==> src/rtl/sgde_pkg.sv <==
// Shared constants and types for the frame-buffer scanout block.
// Holds the FSM state enum, default geometry and FIFO depth.
package sgde_pkg;

  localparam int FB_DEPTH_DEF = 4096;
  localparam int PIX_W_DEF    = 12;
  localparam int LINE_W_DEF   = 64;
  localparam int FIFO_DEPTH   = 2;
  localparam int AW           = 12;

  typedef enum logic [1:0] {
    S_IDLE,
    S_READ,
    S_DRAIN
  } state_t;

endpackage

==> src/rtl/fb_scan_fifo.sv <==
// Two-entry FIFO carrying {address, pixel} from FB read to the consumer.
// Push and pop on the same edge are allowed, even when full.
module fb_scan_fifo
  import sgde_pkg::*;
#(
  parameter int W = 24
) (
  input  logic         clk,
  input  logic         reset,
  input  logic         i_push,
  input  logic [W-1:0] i_din,
  input  logic         i_pop,
  output logic [W-1:0] o_dout,
  output logic         o_full,
  output logic         o_empty
);

  logic [W-1:0] r_mem [FIFO_DEPTH];
  logic         r_wp;
  logic         r_rp;
  logic [1:0]   r_cnt;
  logic         w_in;
  logic         w_out;

  assign o_full  = (r_cnt == 2'(FIFO_DEPTH));
  assign o_empty = (r_cnt == 2'd0);
  assign w_out   = i_pop & ~o_empty;
  assign w_in    = i_push & (~o_full | w_out);
  assign o_dout  = r_mem[r_rp];

  always_ff @(posedge clk or posedge reset) begin
    if (reset) begin
      for (int i = 0; i < FIFO_DEPTH; i++) r_mem[i] <= '0;
      r_wp  <= 1'b0;
      r_rp  <= 1'b0;
      r_cnt <= 2'd0;
    end else begin
      if (w_in) begin
        r_mem[r_wp] <= i_din;
        r_wp        <= ~r_wp;
      end
      if (w_out) r_rp <= ~r_rp;
      r_cnt <= r_cnt + 2'(w_in) - 2'(w_out);
    end
  end

endmodule

==> src/rtl/fb_scanout.sv <==
// Frame-buffer scanout: streams FB words out as pixels with x/y coords.
// Optional frame checksum output enabled by FB_SCAN_CKSUM_EN.
module fb_scanout
  import sgde_pkg::*;
#(
  parameter int FB_DEPTH = FB_DEPTH_DEF,
  parameter int PIX_W    = PIX_W_DEF,
  parameter int LINE_W   = LINE_W_DEF
) (
  input  logic             clk,
  input  logic             reset,
  input  logic             start,
  output logic             FB_CEN,
  output logic             FB_WEN,
  output logic [AW-1:0]    FB_A,
  input  logic [PIX_W-1:0] FB_Q,
  output logic             pix_valid,
  input  logic             pix_ready,
  output logic [PIX_W-1:0] pix_data,
  output logic [5:0]       pix_x,
  output logic [5:0]       pix_y,
  output logic             busy,
  output logic             frame_done
`ifdef FB_SCAN_CKSUM_EN
  ,
  output logic [15:0]      cksum
`endif
);

  localparam int DW = PIX_W + AW;
  localparam int XW = $clog2(LINE_W);

  state_t          r_state;
  logic [AW-1:0]   r_addr;
  logic [AW-1:0]   r_infl_addr;
  logic            r_infl;
  logic            r_done;
  logic            w_full;
  logic            w_empty;
  logic            w_pop;
  logic            w_issue;
  logic [1:0]      w_occ;
  logic [1:0]      w_load;
  logic [DW-1:0]   w_head;
  logic [AW-1:0]   w_haddr;

  assign w_pop   = pix_valid & pix_ready;
  assign w_occ   = w_full ? 2'd2 : (w_empty ? 2'd0 : 2'd1);
  // A same-cycle pop frees a slot, which keeps the 1 pixel/cycle rate.
  assign w_load  = w_occ + {1'b0, r_infl} - {1'b0, w_pop};
  assign w_issue = (r_state == S_READ) && (w_load < 2'd2);

  assign FB_CEN     = ~w_issue;
  assign FB_WEN     = 1'b1;
  assign FB_A       = r_addr;
  assign pix_valid  = ~w_empty;
  assign pix_data   = w_head[PIX_W-1:0];
  assign w_haddr    = w_head[DW-1:PIX_W];
  assign pix_x      = 6'(w_haddr & AW'(LINE_W - 1));
  assign pix_y      = 6'(w_haddr >> XW);
  assign busy       = (r_state != S_IDLE);
  assign frame_done = r_done;

  fb_scan_fifo #(.W(DW)) u_fifo (
    .clk    (clk),
    .reset  (reset),
    .i_push (r_infl),
    .i_din  ({r_infl_addr, FB_Q}),
    .i_pop  (w_pop),
    .o_dout (w_head),
    .o_full (w_full),
    .o_empty(w_empty)
  );

  always_ff @(posedge clk or posedge reset) begin
    if (reset) begin
      r_state     <= S_IDLE;
      r_addr      <= '0;
      r_infl_addr <= '0;
      r_infl      <= 1'b0;
      r_done      <= 1'b0;
    end else begin
      r_done <= 1'b0;
      r_infl <= w_issue;
      if (w_issue) begin
        r_infl_addr <= r_addr;
        r_addr      <= r_addr + 1'b1;
      end
      unique case (r_state)
        S_IDLE: begin
          if (start) begin
            r_state <= S_READ;
            r_addr  <= '0;
          end
        end
        S_READ: begin
          if (w_issue && r_addr == AW'(FB_DEPTH - 1)) r_state <= S_DRAIN;
        end
        S_DRAIN: begin
          if (w_pop && w_occ == 2'd1 && !r_infl) begin
            r_state <= S_IDLE;
            r_done  <= 1'b1;
          end
        end
        default: r_state <= S_IDLE;
      endcase
    end
  end

`ifdef FB_SCAN_CKSUM_EN
  logic [15:0] r_cksum;

  always_ff @(posedge clk or posedge reset) begin
    if (reset) begin
      r_cksum <= '0;
    end else if (r_state == S_IDLE && start) begin
      r_cksum <= '0;
    end else if (w_pop) begin
      r_cksum <= r_cksum + 16'(pix_data);
    end
  end

  assign cksum = r_cksum;
`endif

endmodule

==> config.mk <==
export PLATFORM = sky130hd
export DESIGN_NAME = fb_scanout
export DESIGN_NICKNAME = d
export VERILOG_FILES = /design/src/rtl/sgde_pkg.sv /design/src/rtl/fb_scan_fifo.sv /design/src/rtl/fb_scanout.sv
export SDC_FILE = /design/constraint.sdc
export NUM_CORES = 1
export LEC_CHECK = 0
export ABC_AREA = 1
export BUFFER_PORTS_ARGS = -buffer_cell sky130_fd_sc_hd__buf_2
export CAP_MARGIN = 20
export CORE_UTILIZATION = 55
export DETAILED_ROUTE_END_ITERATION = 16
export PLACE_DENSITY = 0.76
export RECOVER_POWER = 50
export SLEW_MARGIN = 20
export SYNTH_ARGS = -nofsm -noshare
export SYNTH_HDL_FRONTEND = slang
export SYNTH_SLANG_ARGS = --single-unit
==> constraint.sdc <==
create_clock -name clk -period 4.9 [get_ports clk]
set_input_delay 0.49 -clock clk [delete_from_list [all_inputs] [get_ports clk]]
set_output_delay 0.49 -clock clk [all_outputs]
set_load 0.01 [all_outputs]
# After elaboration in Yosys (flattened, before gate mapping)
# Index checks and enable logic that the tools add are counted.
# word_totals
ff_bits	80
input_bits	16
out_inout_bits	41
word_cells	65
# classes
eq_ne	8
order_cmp	4
n_bitwise	11
addsub	5
n_reduce_logical	10
muxes	17
# op_table
operator	n
two-way mux 24 bit	4
bitwise mux 48 bit	1
two-way mux 12 bit	3
demux 24 bit (select 1 bit)	1
adder 12 x 1 -> 12 bit, second input constant	1
== test 12 bit, second input constant	1
two-way mux 2 bit	4
one-hot mux 2 bit (3 select lines)	1
logical AND 1 bit	5
NOT 1 bit	5
adder 2 x 1 -> 2 bit	2
== test 2 x 1 -> 1 bit, second input constant	2
== test 2 bit, second input constant	2
greater-or-equal comparator 2 bit, second input constant	2
zero test 2 bit	2
!= test 2 bit, second input constant	2
NOT 1 -> 2 bit	2
subtractor 2 x 1 -> 2 bit	2
bitwise AND 1 bit	3
two-way mux 1 bit	3
AND reduction 3 bit	1
< comparator 2 x 1 -> 1 bit, second input constant	1
< comparator 2 bit, second input constant	1
!= test 2 x 1 -> 1 bit, second input constant	1
3 further kinds	3

# Depth between registers and ports, before layout
# Gate-level depths: netlist (run 1).
# logic_depth
depth_word	10
depth_mapped	14
mapped_depth_nobuf	13

# Cells and area by module
# A second synthesis (run 1) with hierarchy kept.
# unflattened
cells_unflattened	501
hier_area_um2	3968.8
# modules_own_cells
mod	seq_area_each_um2	cells_each	n_inst	area_per_inst_um2
fb_scan_fifo	1301.2	318	1	2521.2
fb_scanout	700.7	183	1	1447.6

# Worst setup path after synthesis (run 1)
# No wires, ideal clock.
# synth_path
path_type	register to output
from	register u_fifo.r_cnt[1]
to	output FB_CEN
stages_incl_launch_ff	9
slack_ps	2608
t_arrival_ps	1802
required_time_ps	4410
path_buffers	1
path_cell_list	dfrtp_1 or2_4 nand2_4 inv_1 ha_1 nor2_1 nand3_1 nand3_1 clkbuf_1
# synth_via
elab_cells_between_ends	11
classes_between	2 x add/sub; 1 x order compare; 1 x eq/ne; 2 x mux; 3 x bitwise; 2 x reduce/logical
# synth_rtl
item	line_no	rtl
start: declaration	fb_scan_fifo.sv:21	logic [1:0] r_cnt;
start signal: assignment	fb_scan_fifo.sv:43	r_cnt <= r_cnt + 2'(w_in) - 2'(w_out);
zero test 2 bit	fb_scan_fifo.sv:26	assign o_empty = (r_cnt == 2'd0);
NOT 1 bit	fb_scanout.sv:56	assign pix_valid = ~w_empty;
net pix_valid	fb_scanout.sv:17	output logic pix_valid,
bitwise AND 1 bit	fb_scanout.sv:47	assign w_pop = pix_valid & pix_ready;
subtractor 2 x 1 -> 2 bit	fb_scanout.sv:50	assign w_load = w_occ + {1'b0, r_infl} - {1'b0, w_pop};
< comparator 2 bit	fb_scanout.sv:51	assign w_issue = (r_state == S_READ) && (w_load < 2'd2);
logical AND 1 bit	fb_scanout.sv:51	
NOT 1 bit	fb_scanout.sv:53	assign FB_CEN = ~w_issue;
end: declaration	fb_scanout.sv:13	output logic FB_CEN,
# The timed path passes the listed nets, and every way through them passes these cells.

# Final worst setup path (run 1)
# layout_path
from	register u_fifo.r_cnt[1]
to	register u_fifo.r_mem[33] in the netlist's numbering
# layout_via
elab_chain_cells	6
elab_cells_between_ends	8
classes_between	1 x eq/ne; 6 x bitwise; 1 x reduce/logical
# layout_rtl
item	line_no	rtl
zero test 2 bit	fb_scan_fifo.sv:26	
NOT 1 bit	fb_scan_fifo.sv:27, fb_scanout.sv:56	
bitwise AND 1 bit	fb_scanout.sv:47	
bitwise AND 1 bit	fb_scan_fifo.sv:27	assign w_out = i_pop & ~o_empty;
OR 1 bit (*)	fb_scan_fifo.sv:28	assign w_in = i_push & (~o_full | w_out);
bitwise AND 1 bit (*)	fb_scan_fifo.sv:28	
end signal: indexed assignment	fb_scan_fifo.sv:39	r_mem[r_wp] <= i_din;
end: declaration	fb_scan_fifo.sv:18	logic [W-1:0] r_mem [FIFO_DEPTH];
# Mark *: on every way between the ends. The rest lies on a longest branch, timed or not.
# A chain may end at the register's enable or synchronous reset.

==> results of run 1 <==
cell usage in the layout (no fill, tap or decap), types with 2 or more instances in the layout:
cell	Yosys	layout
o21ai_2	5	5
inv_1	48	47
o21ai_0	47	47
nand3_1	14	14
nand2_1	105	105
buf_4	2	2
clkbuf_1	5	17
a21oi_1	7	7
nor3_1	6	6
a2bb2oi_1	2	2
bufinv_16	0	2
buf_2	5	40
xnor2_1	3	3
dfrtp_1	80	80
ha_1	4	4
clkbuf_8	0	9
nand2_2	2	2
mux2_2	24	24
nor2_1	19	19
or2_0	0	2
nand4_1	3	3
o21ai_1	11	11
registers in the layout, indices dropped and copies added, names as in the netlist:
register and cells:
u_fifo.r_wp 1, FB_A 12, r_infl_addr 12, u_fifo.r_mem 48, u_fifo.r_cnt 2, u_fifo.r_rp 1
r_infl 1, r_state 2, frame_done 1
power groups by stage:
stage | sequential, mW | clock, mW | combinational [mW]
5_1_grt | 1.12 | 0.550 | 1.19
3_3_place_gp | 1.09 | 0 | 1.03
4_1_cts | 1.08 | 0.527 | 1.08
3_5_place_dp | 1.10 | 0 | 1.07
6_report | 1.08 | 0.513 | 1.05
2_1_floorplan | 1.02 | 0 | 0.876
final cells by class:
| class | count | area [um2] | area share (%) |
|---|---|---|---|
| Tap cell | 77 | 96.34 | 2.325 |
| Timing Repair Buffer | 57 | 271.5 | 6.552 |
| Multi-Input combinational cell | 258 | 1373 | 33.12 |
| Clock inverter | 5 | 81.33 | 1.963 |
| Inverter | 50 | 188.9 | 4.559 |
| Sequential cell | 80 | 2002 | 48.31 |
| Clock buffer | 11 | 131.4 | 3.170 |
path summary, 6_finish.rpt:
kind	start	to
worst max register to register	u_fifo.r_cnt[1]$_DFF_PP0_	u_fifo.r_mem[33]$_DFFE_PP0P_
worst min register to register	u_fifo.r_mem[23]$_DFFE_PP0P_	u_fifo.r_mem[23]$_DFFE_PP0P_
worst min-delay path	reset	r_infl_addr[11]$_DFFE_PP0P_
max in group asynchronous	reset	u_fifo.r_mem[13]$_DFFE_PP0P_
min in group clk	FB_Q[6]	u_fifo.r_mem[30]$_DFFE_PP0P_
worst max-delay path	u_fifo.r_cnt[1]$_DFF_PP0_	u_fifo.r_mem[33]$_DFFE_PP0P_
Yosys cell counts, drive strengths merged:
cell type	number	area share [%]
or2	3	0.65
nor2	19	1.9
inv	49	5.0
xnor2	3	0.71
ha	4	1.4
dfrtp	80	54
clkinv	1	0.10
nand3	14	1.9
nand4	3	0.51
o21ai	63	9.1
nand2	108	11
xor2	1	0.24
mux2	24	7.3
nor3	6	0.82
conb	1	0.10
clkbuf	6	0.65
a21oi	7	0.95
a2bb2oi	2	0.48
buf	12	2.4
cell families after synthesis:
| logic type | Yosys count | synth area share [%] |
|---|---|---|
| AOI/OAI and AO/OA | 72 | 10.51 |
| buffers and inverters | 68 | 8.160 |
| other | 1 | 0.1019 |
| DFF | 80 | 54.40 |
| xor gates and xnor gates | 4 | 0.9522 |
| muxes | 24 | 7.344 |
| adders and majority gates | 4 | 1.360 |
| and+or+nand+nor | 153 | 17.17 |
worst register-to-register path: cells and delay by family, from the launching register on:
kind             cells  cell delay [ps]
AND/OR/NAND/NOR      5             2450
flip-flops           1              430
AO/OA/AOI/OAI        1              250
per-layer routing:
layer,up-vias,track usage [%],routed length (um)
met5,-,0,0
met4,0,6.934,69
met3,9,4.649,377
met2,81,30.60,2888
met1,1298,29.73,3255
li1,1392,-,-
through the flow:
stage / cell area (um2) / utilization (%) / instances / setup slack (ps)
after floorplan: 3680 / - / 406 / 2358
after global placement: 3948 / 61.81 / 521 / 2098
after detailed placement: 3955 / 61.93 / 522 / 2035
after CTS: 4168 / 65.26 / 538 / 1640
after global routing: 4144 / 64.89 / 538 / 1066
final: 4144 / 64.89 / 538 / 1541
==> summary.txt, run 1 <==
Global routing
  • Via count of the first global-routing pass: 2592
  • First-pass GRT wire length: 11440 um
  • Maximum number of pins on one net before global-route repair: 68
  • Number of antenna violations at the first check in global routing: 0
  • Overall track demand over capacity in global routing: 20.47%
  • Remaining global-route overflow: 0

Critical path
  • Critical path data arrival time: 3470 ps
  • Setup Crit Path Kind: flop to flop
  • Max Fanout on Critical Path: 49
  • Element type at the critical path end: flop
  • Family with the most delay on the worst path: simple AND/OR/NAND/NOR gates
  • Critical path, cell by cell: or2_0 > nand2_4 > nand3_1 > nand2_2 > or2_0 > o21ai_0
  • WP depth: 6
  • Buffers and inverters on the worst path: 0
  • Reg2reg path depth: 6
  • Worst EP required: 5010 ps
  • Critical path's slowest cell: or2_0
  • Longest individual stage delay on the worst path: 1870 ps
  • Startpoint type of the worst setup path: flop
  • Register-to-register setup slack: 1540 ps
  • Most numerous cell on the critical path: or2_0

Cells and area
  • Proportion of layout cells with a drive suffix above 1: 19.74%
  • Final antenna diode count: 0
  • Growth of design area from synthesis to finish: 12.61%
  • Final-layout fill cell count: 563
  • Layout Nets: 476

Die
  • Die area: 7022 um2
  • Horizontal die dimension: 83.80 um
  • Row Count: 29
  • Starting density of the core: 57.62%
  • Placeable core region: 6386 um2
  • Ports placed on the boundary: 57
  • Die Height: 83.80 um

Pwr
  • Total design power: 2.643 mW
  • Gate power share: 39.6%
  • Reg power frac: 41.0%
  • Switching Fraction: 39.34%
  • Highest ir drop seen on vdd: 0.4057 mV
  • Power per cell area: 637.8 nW/um2
  • Sw power: 1.040 mW
  • Cell-internal power: 1.603 mW
  • Power share of the clock group: 19.4%
  • Reported leakage power: 2.091 nW

Clock tree
  • Clock tree root buffer cell: clkbuf_8
  • Reg clk slew, reported paths: 80 ps
  • Cts hold-fix bufs: 0
  • Maximum number of buffers from clock root to sink: 2
  • Later-pin clock latency in the skew report: 340 ps
  • Post-cts repair resize count: 0
  • TritonCTS clock tree: built
  • Clock buffers created by TritonCTS: 9
  • Post-CTS repair timing setup buffer count: 0
  • Maximum level of the CTS H-tree: 3
  • Total number of clock tree sinks: 80

STA
  • Final Skew: 6.318 ps
  • Minimum clock period after layout: 3359 ps
  • Slew at the pin closest to its max-slew limit: 2601 ps
  • Tcrit/Tclk final: 68.54%
  • Unrepaired setup endpoints after global routing: false
  • Worst slack on hold paths: 186.7 ps
  • Slew margin rel.: -73.41%
  • Accumulated negative setup slack: 0 ps
  • Maximum operating frequency: 297.7 MHz
  • Final hold violations: 0
  • Number of max-slew violations in the final report: 50
  • Final setup vio count: 0

Placement
  • I/O Buffers: 55
  • GP Congestion: 0.8968
  • Final HPWL DP: 4433 um

Detailed routing
  • Via count of the routed design: 2780
  • Per-cell routed wire length: 12.25 um
  • Average vias per placed instance: 5.167
  • Drc violations: 0
  • Drt initial violations: 139
  • Remaining antenna violation count: 0
  • Drt pass-1 iters: 4
  • Routed wire length: 6591 um

Logic synthesis
  • Synthesized cell area: 3680 um2
  • Share of the yosys chip area belonging to registers: 54.40%
  • Syn_nets: 426
  • Number of warning messages in the yosys log: 0
  • FF+latch count, synth: 80
  • Mean instance size in the synthesized netlist: 9.063 um2
  • Distinct cells, synth: 29
  • Count of mapped cells out of synthesis: 406

Worst hold path
  • Min-delay worst type: input port to asynchronous set/reset pin

Status
  • Result of the run: complete, but fails checks
  • Violated checks: max-capacitance violations, max-slew violations

Run
  • Number of maximum-capacitance constraint violations: 1
(Power assumes the default switching activity.)
==> run 2, diff against run 1 <==
--- a/config.mk
+++ b/config.mk
@@ -5,7 +5,7 @@
 export SDC_FILE = /design/constraint.sdc
 export NUM_CORES = 1
 export LEC_CHECK = 0
-export ABC_AREA = 1
+export ABC_AREA = 0
 export BUFFER_PORTS_ARGS = -buffer_cell sky130_fd_sc_hd__buf_2
 export CAP_MARGIN = 20
 export CORE_UTILIZATION = 55
==> constraint.sdc (replaced) <==
create_clock -name clk -period 3.2 [get_ports clk]
set_input_delay 0.32 -clock clk [delete_from_list [all_inputs] [get_ports clk]]
set_output_delay 0.32 -clock clk [all_outputs]
set_load 0.01 [all_outputs]
==> run 2 against run 1 <==
  * The flow now finishes without violations
  * Die area fell by 1.6%
  * Sequential cell count did not move
  * Clock skew rose by 3.1 ps
  * Final area rose by 1.1%
  * Non-clock buffer count rose by 4
  * Global-route usage fell by 0.49 points
  * Final cell count fell by 24%
  * Wire length fell by 4.2%
  * Worst setup slack got worse by 1200 ps
==> summary.txt, run 2 <==
Cells and area
  • Layout Nets: 345 (-28%)
  • Most frequent standard cell in the layout excluding fill and tap cells: mux2_2
  • Most flop-heavy register: u_fifo.r_mem
  • Final Instance Count excl. Fillers: 407 (-24%)
  • Max reg flops: 48 (unchanged)
  • Final antenna diode count: 0 (unchanged)
  • Most frequent cells in the layout: 83 x mux2_2, 80 x dfrtp_1, 40 x buf_2, 17 x clkbuf_1, 10 x clkbuf_8
  • Proportion of layout cells with a drive suffix above 1: 44.85% (+25 points)
  • Final-layout fill cell count: 488 (-13%)
  • Growth of design area from synthesis to finish: 15.84%

Clock tree
  • Total number of clock tree sinks: 80 (unchanged)
  • Maximum number of buffers from clock root to sink: 2 (unchanged)
  • Post-cts repair resize count: 0 (unchanged)
  • Clock buffers created by TritonCTS: 9 (unchanged)
  • Maximum level of the CTS H-tree: 3 (unchanged)
  • TritonCTS clock tree: built
  • Later-pin clock latency in the skew report: 350 ps (about the same)
  • Reg clk slew, reported paths: 80 ps (about the same)
  • Post-CTS repair timing setup buffer count: 0 (unchanged)
  • Clock tree root buffer cell: clkbuf_8
  • Cts hold-fix bufs: 1 (+1)

Logic synthesis
  • Syn_nets: 284 (-33%)
  • Most used flip-flop cell after synthesis: dfrtp_1
  • Area contributors post-synth: dfrtp_1 55%, mux2_2 26%, o31ai_1 1.5%
  • Library cell with the highest instance count after synthesis: mux2_2
  • EDFF count, synth: 0 (unchanged)
  • Post-synth ARST share: 100.0% (unchanged)
  • Synthesized cell area: 3618 um2 (-1.7%)
  • Number of warning messages in the yosys log: 0 (unchanged)
  • Count of mapped cells out of synthesis: 264 (-35%)
  • Share of the yosys chip area belonging to registers: 55.33% (+0.92 points)
  • Distinct cells, synth: 38 (+31%)
  • Library cell occupying the most area in the post-synthesis netlist: dfrtp_1
  • FF+latch count, synth: 80 (unchanged)
  • Mean instance size in the synthesized netlist: 13.71 um2 (+51%)
  • Most instantiated cells after synthesis: 83 x mux2_2, 80 x dfrtp_1, 9 x a21oi_1
  • Area share of the leading cell type in the synthesized netlist: 55.33% (+0.92 points)

Global routing
  • Maximum number of pins on one net before global-route repair: 38 (-44%)
  • Overall track demand over capacity in global routing: 19.98% (-0.49 points)
  • First-pass GRT wire length: 10870 um (-5.0%)
  • Number of antenna violations at the first check in global routing: 0 (unchanged)
  • Remaining global-route overflow: 0 (unchanged)
  • Via count of the first global-routing pass: 2254 (-13%)

Critical path
  • Reg-to-reg critical path startpoint: u_fifo.r_cnt[1]$_DFF_PP0_
  • Element type at the critical path end: output pin
  • Startpoint type of the worst setup path: flop
  • Critical path data arrival time: 2570 ps (-900 ps)
  • Longest individual stage delay on the worst path: 410 ps (-1460 ps)
  • Family with the most delay on the worst path: simple AND/OR/NAND/NOR gates
  • Critical path, cell by cell: or2_2 > and2_1 > ha_1 > nor2b_1 > xor3_2 > nand3_2 > buf_2
  • Critical path's slowest cell: dfrtp_1
  • Max Fanout on Critical Path: 14 (-71%)
  • Worst EP required: 2880 ps (-2130 ps)
  • Setup Crit Path Kind: flop to output pin
  • Worst setup path startpoint: u_fifo.r_cnt[1]$_DFF_PP0_
  • Buffers and inverters on the worst path: 1 (+1)

Run
  • Number of maximum-capacitance constraint violations: 0 (-1)

Placement
  • I/O Buffers: 55 (unchanged)
  • Final HPWL DP: 4253 um (-4.1%)
  • Cell Count Post-Placement: 390 (-25%)
  • GP Congestion: 0.7993 (-11%)

STA
  • Slew margin rel.: 6.299% (+80 points)
  • Slew at the pin closest to its max-slew limit: 1406 ps (-1196 ps)
  • Tcrit/Tclk final: 90.35%
  • Unrepaired setup endpoints after global routing: false
  • Number of max-slew violations in the final report: 0 (-100%)
  • Final hold violations: 0 (unchanged)
  • Worst slack on hold paths: 216.0 ps (+29.30 ps)
  • Final setup vio count: 0 (unchanged)
  • Final Skew: 9.387 ps (+3.070 ps)
  • Accumulated negative setup slack: 0 ps (unchanged)
  • Maximum operating frequency: 345.9 MHz
  • Minimum clock period after layout: 2891 ps

Detailed routing
  • Drt pass-1 iters: 4 (unchanged)
  • Average vias per placed instance: 5.713 (+11%)
  • Drc violations: 0 (unchanged)
  • Remaining antenna violation count: 0 (unchanged)
  • Via count of the routed design: 2325 (-16%)
  • Routed wire length: 6312 um (-4.2%)
  • Drt initial violations: 95 (-32%)
  • Per-cell routed wire length: 15.51 um (+27%)

Worst hold path
  • Min-delay worst type: input port to flop
  • Hold Startpoint: FB_Q[9]

Status
  • Result of the run: finished clean

Die
  • Die area: 6907 um2 (-1.6%)
  • Placeable core region: 6350 um2 (-0.57%)
  • Die Height: 83.11 um (-0.82%)
  • Horizontal die dimension: 83.11 um (-0.82%)
  • Starting density of the core: 56.99% (-0.64 points)
  • Ports placed on the boundary: 57 (unchanged)
  • Row Count: 29 (unchanged)

Pwr
  • Reported leakage power: 1.994 nW (-4.6%)
  • Power per cell area: 1052 nW/um2 (+65%)
  • Highest ir drop seen on vdd: 0.6477 mV (+60%)
  • Total design power: 4.411 mW (+67%)
[run 2: cell families after synthesis]
kind of cell	Yosys count	synth area share (%)
AOI/OAI and AO/OA	22	3.769
xor gates and xnor gates	6	2.317
DFF	80	55.33
buffers and inverters	20	2.593
and+or+nand+nor	44	7.539
adders and majority gates	4	1.383
muxes	87	26.97
other	1	0.1036
[run 2: final cells by class]
| type | count | area (um2) | area share [%] |
|---|---|---|---|
| sequential | 80 | 2002 | 47.76 |
| multi-input combinational | 164 | 1518 | 36.21 |
| timing repair buffer | 61 | 295.3 | 7.045 |
| clock buffer | 11 | 141.4 | 3.373 |
| clock inverter | 5 | 103.9 | 2.478 |
| tap | 77 | 96.34 | 2.299 |
| inverter | 9 | 35.03 | 0.8358 |
[run 2: report_power, final]
group	switching [mW]	internal, mW
clock	0.346	0.540
combinational	0.855	1.02
sequential	0.286	1.37
[run 2: stage by stage]
stage	worst slack [ps]	utilization (%)	cell area, um2
2_1_floorplan	682.1	-	3618
3_3_place_gp	708.3	62.42	3964
3_5_place_dp	672.8	62.74	3984
4_1_cts	269.8	66.76	4239
5_1_grt	173.5	66.01	4192
6_report	308.8	66.01	4192
[run 2: worst paths after layout]
| path | end | slack [ps] | cells past startpoint |
|---|---|---|---|
| setup reg to reg | FB_A[9]$_DFF_PP0_ | 630 | 7 |
| hold / removal | u_fifo.r_mem[9]$_DFFE_PP0P_ | 220 | 2 |
| max in group asynchronous | r_infl_addr[1]$_DFFE_PP0P_ | 680 | 5 |
| setup / recovery | FB_CEN | 310 | 7 |
| hold reg to reg | u_fifo.r_mem[12]$_DFFE_PP0P_ | 510 | 1 |
| min in group asynchronous | u_fifo.r_mem[10]$_DFFE_PP0P_ | 780 | 3 |
[run 2: worst register-to-register path, delay by kind of cell (launching register included)]
family                     cells  cell delay (ps)
xor gates and xnor gates       1              410
DFF                            1              410
and+or+nand+nor                4             1210
AOI/OAI and AO/OA              1              160
adders and majority gates      1              290
[run 2: routing by layer]
metal  wire [um]  global-route usage (%)  share of wire [%]
met2        2940                   31.07                 47
met4          82                   9.091                1.3
met5           0                       0                  0
met1        2986                   26.99                 47
met3         303                   4.473                4.8
==> run 3, diff against run 2 <==
--- a/config.mk
+++ b/config.mk
@@ -6,11 +6,11 @@
 export NUM_CORES = 1
 export LEC_CHECK = 0
 export ABC_AREA = 0
-export BUFFER_PORTS_ARGS = -buffer_cell sky130_fd_sc_hd__buf_2
 export CAP_MARGIN = 20
 export CORE_UTILIZATION = 55
 export DETAILED_ROUTE_END_ITERATION = 16
-export PLACE_DENSITY = 0.76
+export DONT_BUFFER_PORTS = 1
+export PLACE_DENSITY = 0.68
 export RECOVER_POWER = 50
 export SLEW_MARGIN = 20
 export SYNTH_ARGS = -nofsm -noshare
==> run 3 against run 2 <==
  * Register-to-register slack got worse by 50 ps
  * Critical path depth decreased by 1
  * Worst hold slack got worse by 99 ps
  * Via count decreased by 10%
  * Clock skew increased by 5.3 ps
  * Critical path type unchanged
  * Largest cell class unchanged
==> summary.txt, run 3 (synthesis gave the netlist of run 2 again) <==
Placement
  • GP Congestion: 0.7500 (-6.2%)
  • Final HPWL DP: 4169 um (-2.0%)
  • I/O Buffers: 0 (-100%)
  • Post-Place Cell Area: 3689 um2 (-7.4%)
  • Pre-CTS worst setup slack: 593.1 ps (-79.66 ps)

Die
  • Starting density of the core: 56.99% (unchanged)
  • Row Count: 29 (unchanged)
  • Die area: 6907 um2 (unchanged)
  • Ports placed on the boundary: 57 (unchanged)
  • Placeable core region: 6350 um2 (unchanged)
  • Horizontal die dimension: 83.11 um (unchanged)
  • Die Height: 83.11 um (unchanged)

STA
  • Final setup vio count: 0 (unchanged)
  • Slew at the pin closest to its max-slew limit: 1356 ps (-49.37 ps)
  • Maximum operating frequency: 367.6 MHz (+6.3%)
  • Final hold violations: 0 (unchanged)
  • Post-route setup slack: 479.3 ps (+170.5 ps)
  • Unrepaired setup endpoints after global routing: false
  • Accumulated negative setup slack: 0 ps (unchanged)
  • Number of max-slew violations in the final report: 0 (unchanged)
  • Tcrit/Tclk final: 85.02% (-5.3 points)
  • Minimum clock period after layout: 2721 ps (-170.5 ps)
  • Final Skew: 14.65 ps (+5.266 ps)
  • Slew margin rel.: 9.591% (+3.3 points)

Cells and area
  • Area of combinational cells with multiple inputs: 1518 um2 (unchanged)
  • Area occupied by registers: 2002 um2 (unchanged)
  • Final std cell area, no fill: 3885 um2 (-7.3%)
  • Final antenna diode count: 0 (unchanged)
  • Most frequent standard cell in the layout excluding fill and tap cells: mux2_2
  • Most flop-heavy register: u_fifo.r_mem
  • Final-layout fill cell count: 509 (+4.3%)
  • Proportion of layout cells with a drive suffix above 1: 39.05% (-5.8 points)
  • Growth of design area from synthesis to finish: 7.365%
  • Max reg flops: 48 (unchanged)
  • Layout Nets: 289 (-16%)
  • Most frequent cells in the layout: 82 x mux2_2, 80 x dfrtp_1, 9 x a21oi_1, 9 x clkbuf_8

Detailed routing
  • Drt pass-1 iters: 4 (unchanged)
  • Per-cell routed wire length: 17.74 um (+14%)
  • Drt initial violations: 93 (-2.1%)
  • Via count of the routed design: 2093 (-10%)
  • Average vias per placed instance: 5.963 (+4.4%)
  • Routed wire length: 6226 um (-1.4%)
  • Remaining antenna violation count: 0 (unchanged)
  • Drc violations: 0 (unchanged)

Worst hold path
  • Hold depth: 1 (-1)
  • Min-delay worst type: input port to flop
  • Hold Startpoint: FB_Q[10]
  • Worst min-delay path endpoint: u_fifo.r_mem[10]$_DFFE_PP0P_

Global routing
  • Number of antenna violations at the first check in global routing: 0 (unchanged)
  • First-pass GRT wire length: 10730 um (-1.3%)
  • Overall track demand over capacity in global routing: 19.73% (-0.25 points)
  • Via count of the first global-routing pass: 2116 (-6.1%)
  • Remaining global-route overflow: 0 (unchanged)
  • Maximum number of pins on one net before global-route repair: 58 (+53%)

Critical path
  • Critical path data arrival time: 2400 ps (-170 ps)
  • Register-to-register setup slack: 580 ps (-50 ps)
  • Worst EP required: 2880 ps (about the same)
  • Reg-to-reg critical path startpoint: u_fifo.r_cnt[1]$_DFF_PP0_
  • Element type at the critical path end: output pin
  • Startpoint type of the worst setup path: flop
  • Reg2reg path depth: 7 (unchanged)
  • Max Fanout on Critical Path: 14 (unchanged)
  • Capture point of the worst reg-to-reg path: FB_A[7]$_DFF_PP0_
  • Setup Crit Path Kind: flop to output pin

Clock tree
  • Clock buffers created by TritonCTS: 9 (unchanged)
  • Post-cts repair resize count: 0 (unchanged)
  • Reg clk slew, reported paths: 90 ps (about the same)
  • Maximum number of buffers from clock root to sink: 2 (unchanged)
  • Later-pin clock latency in the skew report: 350 ps (about the same)
  • Maximum level of the CTS H-tree: 3 (unchanged)
  • TritonCTS clock tree: built
  • Clock tree root buffer cell: clkbuf_8
  • Total number of clock tree sinks: 80 (unchanged)

Pwr
  • Power per cell area: 1049 nW/um2 (-0.35%)
  • Reported leakage power: 1.766 nW (-11%)
  • Highest ir drop seen on vdd: 0.6065 mV (-6.4%)

Status
  • Result of the run: finished clean

Run
  • Number of maximum-capacitance constraint violations: 0 (unchanged)
## run 3: cell count changes in the layout (fill, tap and decap cells not counted), sizes merged
cell      delta
buf         -38
clkbuf      -19
clkinvlp     +4
bufinv       -2
clkinv       -2
inv          +1
## run 3: report_power, final
part           switching (mW)  internal, mW
Combinational           0.843         0.876
Clock                   0.371         0.363
Sequential              0.255          1.37
## run 3: worst max-delay path, cell delays in order (launching register included)
cell and delay, ps:
dfrtp_1 410, or2_2 350, and2_1 170, ha_1 280, nor2b_1 180, xor3_2 350
nand3_2 330
## run 3: how the worst max path moves through the flow
stage / startpoint / to / slack [ps] / cells after the start
6_report: u_fifo.r_cnt[1]$_DFF_PP0_ / FB_CEN / 480 / 6
5_1_grt: u_fifo.r_cnt[1]$_DFF_PP0_ / FB_CEN / 300 / 6
4_1_cts: u_fifo.r_cnt[1]$_DFF_PP0_ / FB_CEN / 420 / 6
3_5_place_dp: u_fifo.r_cnt[1]$_DFF_PP0_ / r_infl_addr[11]$_DFFE_PP0P_ / 590 / 7
3_3_place_gp: u_fifo.r_cnt[1]$_DFF_PP0_ / r_infl_addr[11]$_DFFE_PP0P_ / 620 / 7
2_1_floorplan: u_fifo.r_cnt[1]$_DFF_PP0_ / r_infl_addr[2]$_DFFE_PP0P_ / 680 / 8
## run 3: cell type report
class | instances | area share [%]
flip-flops and latches | 80 | 51.53
multi-input cells | 164 | 39.07
clock buffers | 10 | 3.285
well taps | 77 | 2.480
clock inverters | 6 | 1.771
repair buffers | 5 | 0.9662
inverters | 9 | 0.9018
## run 3: through the flow
stage                     instances  total power, mW  utilization [%]  hold WS [ps]
after floorplan                 264            3.097                -         464.6
after global placement          334            3.332            58.09         204.6
after detailed placement        334            3.397            58.09         211.2
after CTS                       351            4.136            61.34         105.8
after global routing            351            4.362            61.18         97.15
final                           351            4.074            61.18         116.9
## run 3: timing repair
action / in CTS / in global routing
buffers inserted: 0 / 0
hold buffers: 1 / 0
setup endpoints to repair: 0 / 0
hold endpoints to repair: 23 / 0
## run 3: layer usage
metal  global-route usage [%]  vias to the layer above  wire (um)  share of wire, %
met5                        0                        -          0                 0
met4                    8.150                        0         76               1.2
met3                    5.070                        7        309               5.0
met2                    31.45                       50       3001                48
met1                    25.87                     1066       2838                46
li1                         -                      970          -                 -
